==> config.mk <==
export PLATFORM = sky130hd
export DESIGN_NAME = tuner_sequencer
export DESIGN_NICKNAME = d
export VERILOG_FILES = /design/src/rtl/tuner_pkg.sv /design/src/rtl/seq_cycle_timer.sv /design/src/rtl/tuner_sequencer.sv
export SDC_FILE = /design/constraint.sdc
export NUM_CORES = 1
export LEC_CHECK = 0
export ABC_AREA = 1
export BUFFER_PORTS_ARGS = -buffer_cell sky130_fd_sc_hd__buf_2
export CORE_MARGIN = 2
export CORE_UTILIZATION = 45
export CTS_BUF_LIST = sky130_fd_sc_hd__clkbuf_4 sky130_fd_sc_hd__clkbuf_8
export DETAILED_ROUTE_END_ITERATION = 8
export PLACE_DENSITY = 0.9
export SKIP_LAST_GASP = 1
export SYNTH_ARGS = -nofsm -noshare
export SYNTH_HDL_FRONTEND = slang
export SYNTH_SLANG_ARGS = --single-unit
==> constraint.sdc <==
create_clock -name clk -period 1.8 [get_ports clk]
set_input_delay 0 -clock clk [delete_from_list [all_inputs] [get_ports clk]]
set_output_delay 0 -clock clk [all_outputs]
set_load 0.01 [all_outputs]
==> src/rtl/tuner_pkg.sv <==
// Shared types, default widths and small helpers for the tuner measurement sequencer.
package tuner_pkg;

  localparam int unsigned ADDR_W_DEF  = 11;
  localparam int unsigned DATA_W_DEF  = 10;
  localparam int unsigned BIN_W_DEF   = 10;
  localparam int unsigned SETTLE_DEF  = 16;
  localparam int unsigned TIMEOUT_DEF = 4_000_000;

  typedef enum logic [2:0] {
    IDLE,
    CAPTURE,
    GAP1,
    FFT,
    GAP2,
    PEAK,
    DONE
  } seq_state_t;

  typedef enum logic [1:0] {
    OWN_NONE,
    OWN_CAP,
    OWN_FFT,
    OWN_PEAK
  } mem_owner_t;

  // Bits needed for a down-counter that starts at n-1.
  function automatic int unsigned cnt_width(input int unsigned n);
    return (n < 2) ? 1 : $clog2(n);
  endfunction

  function automatic mem_owner_t owner_of(input seq_state_t s);
    case (s)
      CAPTURE: return OWN_CAP;
      FFT:     return OWN_FFT;
      PEAK:    return OWN_PEAK;
      default: return OWN_NONE;
    endcase
  endfunction

  function automatic logic is_stage(input seq_state_t s);
    return (s == CAPTURE) || (s == FFT) || (s == PEAK);
  endfunction

endpackage

==> src/rtl/seq_cycle_timer.sv <==
// Load/count/expire down-counter; expired is high while the count sits at zero.
// Load has priority over counting; the count holds at zero until reloaded.
module seq_cycle_timer #(
  parameter int unsigned W = 4
) (
  input  logic         clk,
  input  logic         rst,
  input  logic         load,
  input  logic [W-1:0] load_val,
  input  logic         count_en,
  output logic         expired
);

  logic [W-1:0] cnt_q;
  logic [W-1:0] cnt_d;

  always_comb begin
    cnt_d = cnt_q;
    if (load) begin
      cnt_d = load_val;
    end else if (count_en && (cnt_q != '0)) begin
      cnt_d = cnt_q - W'(1);
    end
  end

  always_ff @(posedge clk or posedge rst) begin
    if (rst) begin
      cnt_q <= '0;
    end else begin
      cnt_q <= cnt_d;
    end
  end

  assign expired = (cnt_q == '0);

endmodule

==> src/rtl/tuner_sequencer.sv <==
// Capture -> FFT -> peak-search scheduler and sole owner of the shared sample RAM port.
// Optional per-stage watchdog is built when TUNER_SEQ_TIMEOUT_EN is defined.
module tuner_sequencer
  import tuner_pkg::*;
#(
  parameter int unsigned ADDR_W         = ADDR_W_DEF,
  parameter int unsigned DATA_W         = DATA_W_DEF,
  parameter int unsigned BIN_W          = BIN_W_DEF,
  parameter int unsigned SETTLE_CYCLES  = SETTLE_DEF,
  parameter int unsigned TIMEOUT_CYCLES = TIMEOUT_DEF
) (
  input  logic              clk,
  input  logic              rst,
  input  logic              start,
  input  logic              continuous,
  input  logic              abort,
  output logic              busy,
  output logic              done,
  output logic              error,
  output logic [BIN_W-1:0]  result_bin,
  output logic              result_valid,
  output logic              cap_start,
  input  logic              cap_done,
  input  logic              cap_we,
  input  logic [ADDR_W-1:0] cap_addr,
  input  logic [DATA_W-1:0] cap_wdata,
  output logic              fft_start,
  input  logic              fft_done,
  input  logic              fft_we,
  input  logic [ADDR_W-1:0] fft_addr,
  input  logic [DATA_W-1:0] fft_wdata,
  output logic              pk_start,
  input  logic              pk_done,
  input  logic [BIN_W-1:0]  pk_bin,
  input  logic [ADDR_W-1:0] pk_addr,
  output logic              mem_we,
  output logic [ADDR_W-1:0] mem_addr,
  output logic [DATA_W-1:0] mem_wdata
);

  localparam int unsigned GAP_W = cnt_width(SETTLE_CYCLES);
`ifdef TUNER_SEQ_TIMEOUT_EN
  localparam int unsigned WD_W  = cnt_width(TIMEOUT_CYCLES);
  localparam int unsigned TMR_W = (WD_W > GAP_W) ? WD_W : GAP_W;
`else
  localparam int unsigned TMR_W = GAP_W;
`endif

  seq_state_t       state_q, state_d;
  mem_owner_t       owner_q, owner_d;
  logic             cap_start_q, cap_start_d;
  logic             fft_start_q, fft_start_d;
  logic             pk_start_q, pk_start_d;
  logic             busy_q, busy_d;
  logic             done_q, done_d;
  logic [BIN_W-1:0] result_bin_q, result_bin_d;
  logic             result_valid_q, result_valid_d;

  logic             stage_done;
  logic             wd_fire;
  logic             tmr_load;
  logic [TMR_W-1:0] tmr_load_val;
  logic             tmr_en;
  logic             tmr_expired;

  // Gaps and stages never overlap, so one timer serves both the settle gap and the watchdog.
  seq_cycle_timer #(
    .W (TMR_W)
  ) u_timer (
    .clk      (clk),
    .rst      (rst),
    .load     (tmr_load),
    .load_val (tmr_load_val),
    .count_en (tmr_en),
    .expired  (tmr_expired)
  );

  always_comb begin
    stage_done = 1'b0;
    case (state_q)
      CAPTURE: stage_done = cap_done;
      FFT:     stage_done = fft_done;
      PEAK:    stage_done = pk_done;
      default: stage_done = 1'b0;
    endcase
  end

`ifdef TUNER_SEQ_TIMEOUT_EN
  logic error_q, error_d;

  // A done or abort arriving on the expiry cycle takes precedence over the timeout.
  assign wd_fire = is_stage(state_q) && tmr_expired && !abort && !stage_done;

  always_comb begin
    error_d = error_q;
    if ((state_q == IDLE) && start && !abort) begin
      error_d = 1'b0;
    end else if (wd_fire) begin
      error_d = 1'b1;
    end
  end

  always_ff @(posedge clk or posedge rst) begin
    if (rst) begin
      error_q <= 1'b0;
    end else begin
      error_q <= error_d;
    end
  end

  assign error = error_q;
`else
  assign wd_fire = 1'b0;
  assign error   = 1'b0;
`endif

  always_comb begin
    state_d        = state_q;
    result_bin_d   = result_bin_q;
    result_valid_d = result_valid_q;
    case (state_q)
      IDLE: begin
        if (start && !abort) state_d = CAPTURE;
      end
      CAPTURE: begin
        if (abort || wd_fire) state_d = IDLE;
        else if (cap_done)    state_d = GAP1;
      end
      GAP1: begin
        if (abort)            state_d = IDLE;
        else if (tmr_expired) state_d = FFT;
      end
      FFT: begin
        if (abort || wd_fire) state_d = IDLE;
        else if (fft_done)    state_d = GAP2;
      end
      GAP2: begin
        if (abort)            state_d = IDLE;
        else if (tmr_expired) state_d = PEAK;
      end
      PEAK: begin
        if (abort || wd_fire) begin
          state_d = IDLE;
        end else if (pk_done) begin
          state_d        = DONE;
          result_bin_d   = pk_bin;
          result_valid_d = 1'b1;
        end
      end
      DONE: begin
        if (abort)           state_d = IDLE;
        else if (continuous) state_d = CAPTURE;
        else                 state_d = IDLE;
      end
      default: state_d = IDLE;
    endcase
  end

  // Timer is loaded on the edge that enters a gap (or a stage) so it counts from that state's first cycle.
  always_comb begin
    tmr_load     = 1'b0;
    tmr_load_val = TMR_W'(SETTLE_CYCLES - 1);
    tmr_en       = (state_q == GAP1) || (state_q == GAP2);
    if (state_d != state_q) begin
      if ((state_d == GAP1) || (state_d == GAP2)) begin
        tmr_load = 1'b1;
      end
`ifdef TUNER_SEQ_TIMEOUT_EN
      else if (is_stage(state_d)) begin
        tmr_load     = 1'b1;
        tmr_load_val = TMR_W'(TIMEOUT_CYCLES - 1);
      end
`endif
    end
`ifdef TUNER_SEQ_TIMEOUT_EN
    tmr_en = tmr_en || is_stage(state_q);
`endif
  end

  always_comb begin
    owner_d     = owner_of(state_d);
    cap_start_d = (state_d == CAPTURE) && (state_q != CAPTURE);
    fft_start_d = (state_d == FFT)     && (state_q != FFT);
    pk_start_d  = (state_d == PEAK)    && (state_q != PEAK);
    busy_d      = (state_d != IDLE);
    done_d      = (state_d == DONE);
  end

  always_ff @(posedge clk or posedge rst) begin
    if (rst) begin
      state_q        <= IDLE;
      owner_q        <= OWN_NONE;
      cap_start_q    <= 1'b0;
      fft_start_q    <= 1'b0;
      pk_start_q     <= 1'b0;
      busy_q         <= 1'b0;
      done_q         <= 1'b0;
      result_bin_q   <= '0;
      result_valid_q <= 1'b0;
    end else begin
      state_q        <= state_d;
      owner_q        <= owner_d;
      cap_start_q    <= cap_start_d;
      fft_start_q    <= fft_start_d;
      pk_start_q     <= pk_start_d;
      busy_q         <= busy_d;
      done_q         <= done_d;
      result_bin_q   <= result_bin_d;
      result_valid_q <= result_valid_d;
    end
  end

  // Mux keyed on the registered owner: a reset clears it at once, which drops mem_we without a clock.
  always_comb begin
    mem_we    = 1'b0;
    mem_addr  = '0;
    mem_wdata = '0;
    case (owner_q)
      OWN_CAP: begin
        mem_we    = cap_we;
        mem_addr  = cap_addr;
        mem_wdata = cap_wdata;
      end
      OWN_FFT: begin
        mem_we    = fft_we;
        mem_addr  = fft_addr;
        mem_wdata = fft_wdata;
      end
      OWN_PEAK: begin
        mem_addr  = pk_addr;
      end
      default: ;
    endcase
  end

  assign busy         = busy_q;
  assign done         = done_q;
  assign result_bin   = result_bin_q;
  assign result_valid = result_valid_q;
  assign cap_start    = cap_start_q;
  assign fft_start    = fft_start_q;
  assign pk_start     = pk_start_q;

endmodule
==> results.py, run 1 <==
metrics = {
    "worst_setup_path": {
        "reg2regPathDepth": 5,
        "crit_slowest_cell": "dfrtp_1",
        "rrSetupSlack_ns": 0.14,
        "path_cells": "nand3_4, nor2_8, clkinv_1, nand2_1, nand2_1",
        "critPathKind": "reg2reg",
        "r2r-end": "result_bin[9]",
        "slowest_delay_ns": 0.64,
        "cp.arrival_ns": 1.83,
        "cp_common_cell": "nand2_1",
        "critPathCaptureType": "flop",
        "r2r-start": "state_q[2]",
        "required_ns": 1.97,
        "worstSetupStartpointType": "flop",
        "cp_max_fo": 14,
    },
    "drt": {
        "dr_total_vias": 2095,
        "avgViaCountPerCell": 4.794,
        "first_pass_iters": 4,
        "drtAntennaViolNets": 0,
        "finalWirelength_um": 5359,
        "wl_per_cell_um": 12.26,
        "drc_errors": 0,
        "drtIter0Drc": 66,
    },
    "global_routing": {
        "grt.total_usage_pct": 22.33,
        "grt_overflow": 0,
        "grt_pass1_vias": 1825,
        "antenna_found_initial": 0,
        "grt_pass1_wl_um": 7790,
        "grt_start_max_net_pins": 26,
    },
    "synthesis": {
        "async_reset_ff_share_pct": 100.0,
        "synth_common_cells": "nand2_1, inv_1, dfrtp_1",
        "synth_top_area_share_pct": 34.18,
        "syn_area_um2": 1831,
        "synth.distinct_cells": 33,
        "synth_most_common_cell": "nand2_1",
        "synthFlopType": "dfrtp_1",
        "synth-edff-count": 0,
        "ys_ff_latch": 25,
        "synth_area_leaders": "dfrtp_1, nand2_1, nand3_1",
        "yosysSeqAreaShare_pct": 34.18,
        "avgSynthCellArea_um2": 6.755,
        "synth.net_count": 349,
        "yosysWarnings": 0,
        "synthCells": 271,
        "yosys.area.top_type": "dfrtp_1",
    },
    "final_layout": {
        "finalNonFillerCells": 437,
        "fin_area_um2": 2554,
        "antenna_cells": 0,
        "fin_util_pct": 64.30,
        "nNetsFinal": 466,
        "syn_to_final_growth_pct": 39.51,
        "layout-drive-gt1-share_pct": 38.50,
    },
    "worst_hold_path": {
        "min_from": "abort",
        "hold_class": "in2reg",
        "min_to": "pk_start",
        "whs_path_depth": 4,
    },
    "timing": {
        "layout_setup_ws_ns": 0.1403,
        "fmax_ghz": 0.6025,
        "whs_ns": 0.07147,
        "post-route-period-util_pct": 92.21,
        "rsz0062_at_grt": "false",
        "layout_min_cycle_time_ns": 1.660,
        "clock_skew_ns": 0.005134,
        "setup_viol": 0,
        "drv_slew": 0,
        "fin_setup_tns_ns": 0,
        "hold_viol_final": 0,
    },
    "die": {
        "dieHeight_um": 67.78,
        "dieArea_um2": 4594,
        "boundaryPins": 112,
        "die_w_um": 67.78,
        "initial_core_util_pct": 46.09,
        "core_area_um2": 3971,
        "placementRows": 23,
    },
    "clocking": {
        "clk_pin_slew_ns": 0.09,
        "htree_levels": 1,
        "cts_tree": "yes",
        "clock_latency_ns": 0.27,
        "cts.sinks": 25,
        "post_cts_buffers": 0,
        "root_buffer": "clkbuf_8",
        "cts_buffers": 3,
        "clockBufferDepth": 2,
    },
    "status": {
        "status": "finished clean",
    },
    "power": {
        "vdd_drop_max_mv": 0.6224,
        "leakagePower_nw": 1.555,
        "p_total_mw": 1.558,
        "power_density_nw_per_um2": 610.2,
    },
    "placement": {
        "port_buffers": 110,
        "placed_cells_incl_taps": 422,
        "dp_hpwl_um": 3834,
        "place_area_um2": 2394,
        "place.gp.congestion": 0.9548,
        "preCtsSetupSlack_ns": 0.1591,
    },
    "flow_run": {
        "maxCapViolations": 0,
    },
}
repair_timing:
item	4_1_cts	5_1_grt
hold buffers	11	0
setup endpoints to repair	0	2
gates resized for setup	0	1
hold endpoints to repair	35	0
per-layer routing:
metal / part of all wire, % / routed length (µm) / track usage (%) / vias to the layer above
met4: 1.9 / 103 / 7.500 / 0
met2: 52 / 2787 / 45.10 / 101
met3: 8.2 / 437 / 2.000 / 10
li1: - / - / - / 1047
met1: 38 / 2030 / 23.72 / 937
met5: 0 / 0 / 0 / -
worst max-delay path by stage:
stage | end | startpoint | slack [ns] | cells past startpoint
after global routing | u_timer.cnt_q[1] | state_q[2] | 0.05 | 9
after floorplan | u_timer.cnt_q[1] | state_q[2] | 0.45 | 11
after CTS | u_timer.cnt_q[1] | state_q[1] | 0.14 | 10
after global placement | u_timer.cnt_q[3] | state_q[1] | 0.21 | 10
final | result_bin[9] | state_q[2] | 0.14 | 5
after detailed placement | u_timer.cnt_q[1] | state_q[1] | 0.16 | 10
critical path, delay by kind of cell (launching register included):
kind                   cells  cell delay (ns)
buffers and inverters      1             0.30
AND/OR/NAND/NOR            4             0.62
flip-flops                 1             0.64
cell families (layout without fill, tap and decap cells):
kind of cell | after synthesis | after routing | share of synthesized area, %
flops | 25 | 25 | 34.18
xor+xnor | 3 | 3 | 1.436
simple gates | 177 | 177 | 45.18
compound gates | 15 | 15 | 4.306
buf+inv | 45 | 161 | 11.28
fa+ha+maj | 5 | 5 | 3.418
other cells | 1 | 1 | 0.2049
sequential cells by signal, summed over array words and instances, names as in the netlist:
signal,cells
u_timer.cnt_q,4
cap_start,1
fft_start,1
result_bin,10
done,1
pk_start,1
owner_q,2
busy,1
result_valid,1
state_q,3
area by class of cell:
class                      count  area, µm²
sequential                    25      626.9
tap                           50      62.56
clock buffer                   3      41.29
clock inverter                 1      7.507
inverter                      33      133.9
timing repair buffer         124      683.2
multi-input combinational    201      998.5
fill                         337       1418
layout by cell type, fill, tap and decap left out, types with 2 or more instances in the layout:
cell type      netlist  final
inv_1               26     26
nor2_4               6      6
nand2_2             10     10
nor2_2               2      2
nand2_1            120    120
buf_2                1    110
clkbuf_8             0      3
ha_1                 5      5
a21oi_1             12     12
dlygate4sd3_1        0     11
buf_4                1      3
nor2_1               8      8
nand3_1             22     22
nand2_4              2      2
inv_4                2      2
inv_2                3      3
dfrtp_1             25     24
xor2_1               2      2
report_power, final:
part           internal (mW)  leakage, nW  switching (mW)
clock                  0.157       0.0217           0.182
combinational          0.226         1.21           0.300
sequential             0.629        0.320          0.0635
total                   1.01         1.56           0.546
Power figures use the tool's default switching activity.
==> run 2: changes to the inputs <==
Settings changed: ABC_AREA 1 to not set, CORE_UTILIZATION 45 to 42.
==> results.py, run 2 <==
metrics = {
    "status": {
        "status": "finished clean",
    },
    "worst_setup_path": {
        "r2r-end": "busy",
        "critPathCaptureType": "flop",
        "cp_num_buf_inv": 0,
        "required_ns": 1.96,
        "rrSetupSlack_ns": 0.08,
        "worstSetupStartpointType": "flop",
        "path_cells": "xnor2_1, a211oi_4, a21oi_1, and3_4, or3_1",
        "reg2regPathDepth": 5,
        "cp_max_fo": 8,
        "cp.arrival_ns": 1.87,
        "slowest_delay_ns": 0.47,
        "critPathKind": "reg2reg",
        "crit_slowest_cell": "dfrtp_1",
        "crit_family": "simple AND/OR/NAND/NOR gates",
        "r2r-start": "state_q[1]",
    },
    "worst_hold_path": {
        "whs_path_depth": 3,
        "min_to": "state_q[2]",
        "min_from": "fft_done",
        "hold_class": "in2reg",
    },
    "synthesis": {
        "synth_common_cells": "dfrtp_1, nor2_1, nor2b_1",
        "ys_ff_latch": 25,
        "synth.distinct_cells": 36,
        "synth_xor_area_share_pct": 1.705,
        "synth_area_leaders": "dfrtp_1, mux2_2, a222oi_1",
        "synth-compound-area-share_pct": 21.51,
        "syn_area_um2": 1541,
        "avgSynthCellArea_um2": 9.574,
        "synth_top_area_share_pct": 40.58,
        "synth_most_common_cell": "dfrtp_1",
        "yosysWarnings": 0,
        "synth_mux_area_share_pct": 8.604,
        "synth_top_family_by_area": "compound AO/OA/AOI/OAI gates",
        "yosysSeqAreaShare_pct": 40.58,
        "synth-edff-count": 0,
        "synth.net_count": 239,
        "yosys.area.top_type": "dfrtp_1",
        "yosys.area_share.simple_pct": 18.18,
        "synthFlopType": "dfrtp_1",
        "synthAdderAreaFrac_pct": 4.058,
        "async_reset_ff_share_pct": 100.0,
        "synthCells": 161,
    },
    "drt": {
        "avgViaCountPerCell": 5.323,
        "finalWirelength_um": 4664,
        "m1WireLength_um": 1711,
        "wl_met3_um": 364,
        "drtAntennaViolNets": 0,
        "first_pass_iters": 5,
        "wl_met2_um": 2526,
        "drtIter0Drc": 100,
        "drc_errors": 0,
        "dr_total_vias": 1762,
        "wl_per_cell_um": 14.09,
        "dr.max_layer_used": "met4",
    },
    "final_layout": {
        "nNetsFinal": 362,
        "largest_reg_flops": 10,
        "fin_area_um2": 2341,
        "nFillCells": 279,
        "final_common_cell": "buf_2",
        "syn_to_final_growth_pct": 51.87,
        "mostFrequentLayoutCells": "buf_2, dfrtp_1, nor2_1",
        "antenna_cells": 0,
        "layout-drive-gt1-share_pct": 49.82,
        "finalNonFillerCells": 331,
    },
    "timing": {
        "layout_min_cycle_time_ns": 1.720,
        "post-route-period-util_pct": 95.54,
        "whs_ns": 0.07074,
        "layout_setup_ws_ns": 0.08034,
        "clock_skew_ns": 0.005889,
        "rsz0062_at_grt": "true",
        "hold_viol_final": 0,
        "drv_slew": 0,
        "fmax_ghz": 0.5815,
        "fin_setup_tns_ns": 0,
        "setup_viol": 0,
    },
    "die": {
        "core_area_um2": 3606,
        "die_w_um": 64.58,
        "initial_core_util_pct": 42.75,
        "dieArea_um2": 4171,
        "boundaryPins": 112,
        "placementRows": 22,
        "dieHeight_um": 64.58,
    },
    "clocking": {
        "clock_latency_ns": 0.27,
        "clockBufferDepth": 2,
        "clk_pin_slew_ns": 0.08,
        "post_cts_buffers": 0,
        "htree_levels": 1,
        "root_buffer": "clkbuf_8",
        "cts.sinks": 25,
        "cts_buffers": 3,
        "cts_tree": "yes",
    },
    "global_routing": {
        "antenna_found_initial": 0,
        "grt_pass1_wl_um": 7327,
        "grt_pass1_vias": 1612,
        "grt_overflow": 0,
        "grt.total_usage_pct": 22.31,
        "grt_start_max_net_pins": 26,
    },
    "power": {
        "vdd_drop_max_mv": 0.5874,
        "power_density_nw_per_um2": 671.8,
        "leakagePower_nw": 1.219,
    },
    "placement": {
        "place.gp.congestion": 0.9433,
        "placed_cells_incl_taps": 316,
        "preCtsSetupSlack_ns": 0.07201,
        "port_buffers": 110,
        "dp_hpwl_um": 3538,
        "place_area_um2": 2171,
    },
    "flow_run": {
        "maxCapViolations": 0,
    },
}
run 2: cell type report:
cell class	instances	area [µm²]	area share (%)
clock inverters	1	7.507	0.3207
clock buffers	3	41.29	1.764
multi-input cells	117	848.3	36.24
repair buffers	131	735.7	31.43
inverters	6	22.52	0.9621
flip-flops and latches	25	625.6	26.72
well taps	48	60.06	2.565
run 2: power breakdown:
group          total (mW)  internal, mW  switching [mW]
logic               0.539         0.274           0.265
clock network       0.339         0.157           0.182
registers           0.694         0.628          0.0657
run 2: stage by stage:
stage / power, mW / util (%)
CTS: 1.576 / 64.68
global route: 1.668 / 64.92
floorplan: 0.9997 / -
global placement: 1.185 / 60.20
detailed placement: 1.217 / 60.20
finish: 1.573 / 64.92
run 2: routing by layer:
metal | vias to the layer above | global-route usage [%]
met5 | - | 0
met1 | 838 | 25.31
met4 | 0 | 7.181
li1 | 832 | -
met3 | 8 | 3.472
met2 | 84 | 42.45
run 2: kinds of logic (layout without fill, tap and decap cells):
logic type	Yosys count	after routing
other	1	1
buffers and inverters	19	141
adder cells (fa/ha/maj)	5	5
AND/OR/NAND/NOR	55	55
multiplexers	12	12
XOR/XNOR	3	3
AO/OA/AOI/OAI	41	41
flip-flops	25	25
run 2: how the worst max path moves through the flow:
stage | from | endpoint | slack [ns] | depth (start not counted)
final | state_q[1] | busy | 0.08 | 5
after global routing | state_q[2] | busy | -0.005 | 5
after CTS | state_q[2] | busy | 0.06 | 5
after detailed placement | state_q[2] | busy | 0.07 | 5
after global placement | state_q[1] | busy | 0.16 | 5
after floorplan | state_q[0] | result_bin[0] | 0.17 | 5
run 2: what timing repair did:
action | CTS | global route
hold buffers | 11 | 0
resized for setup | 1 | 2
endpoints found under the hold margin | 35 | 0
setup endpoints to repair | 2 | 6
pin swaps | 0 | 0
run 2: tightest hold or removal path, stage by stage:
cell     delay (ns)
buf_2          0.12
nand3_1        0.08
a21oi_1        0.09
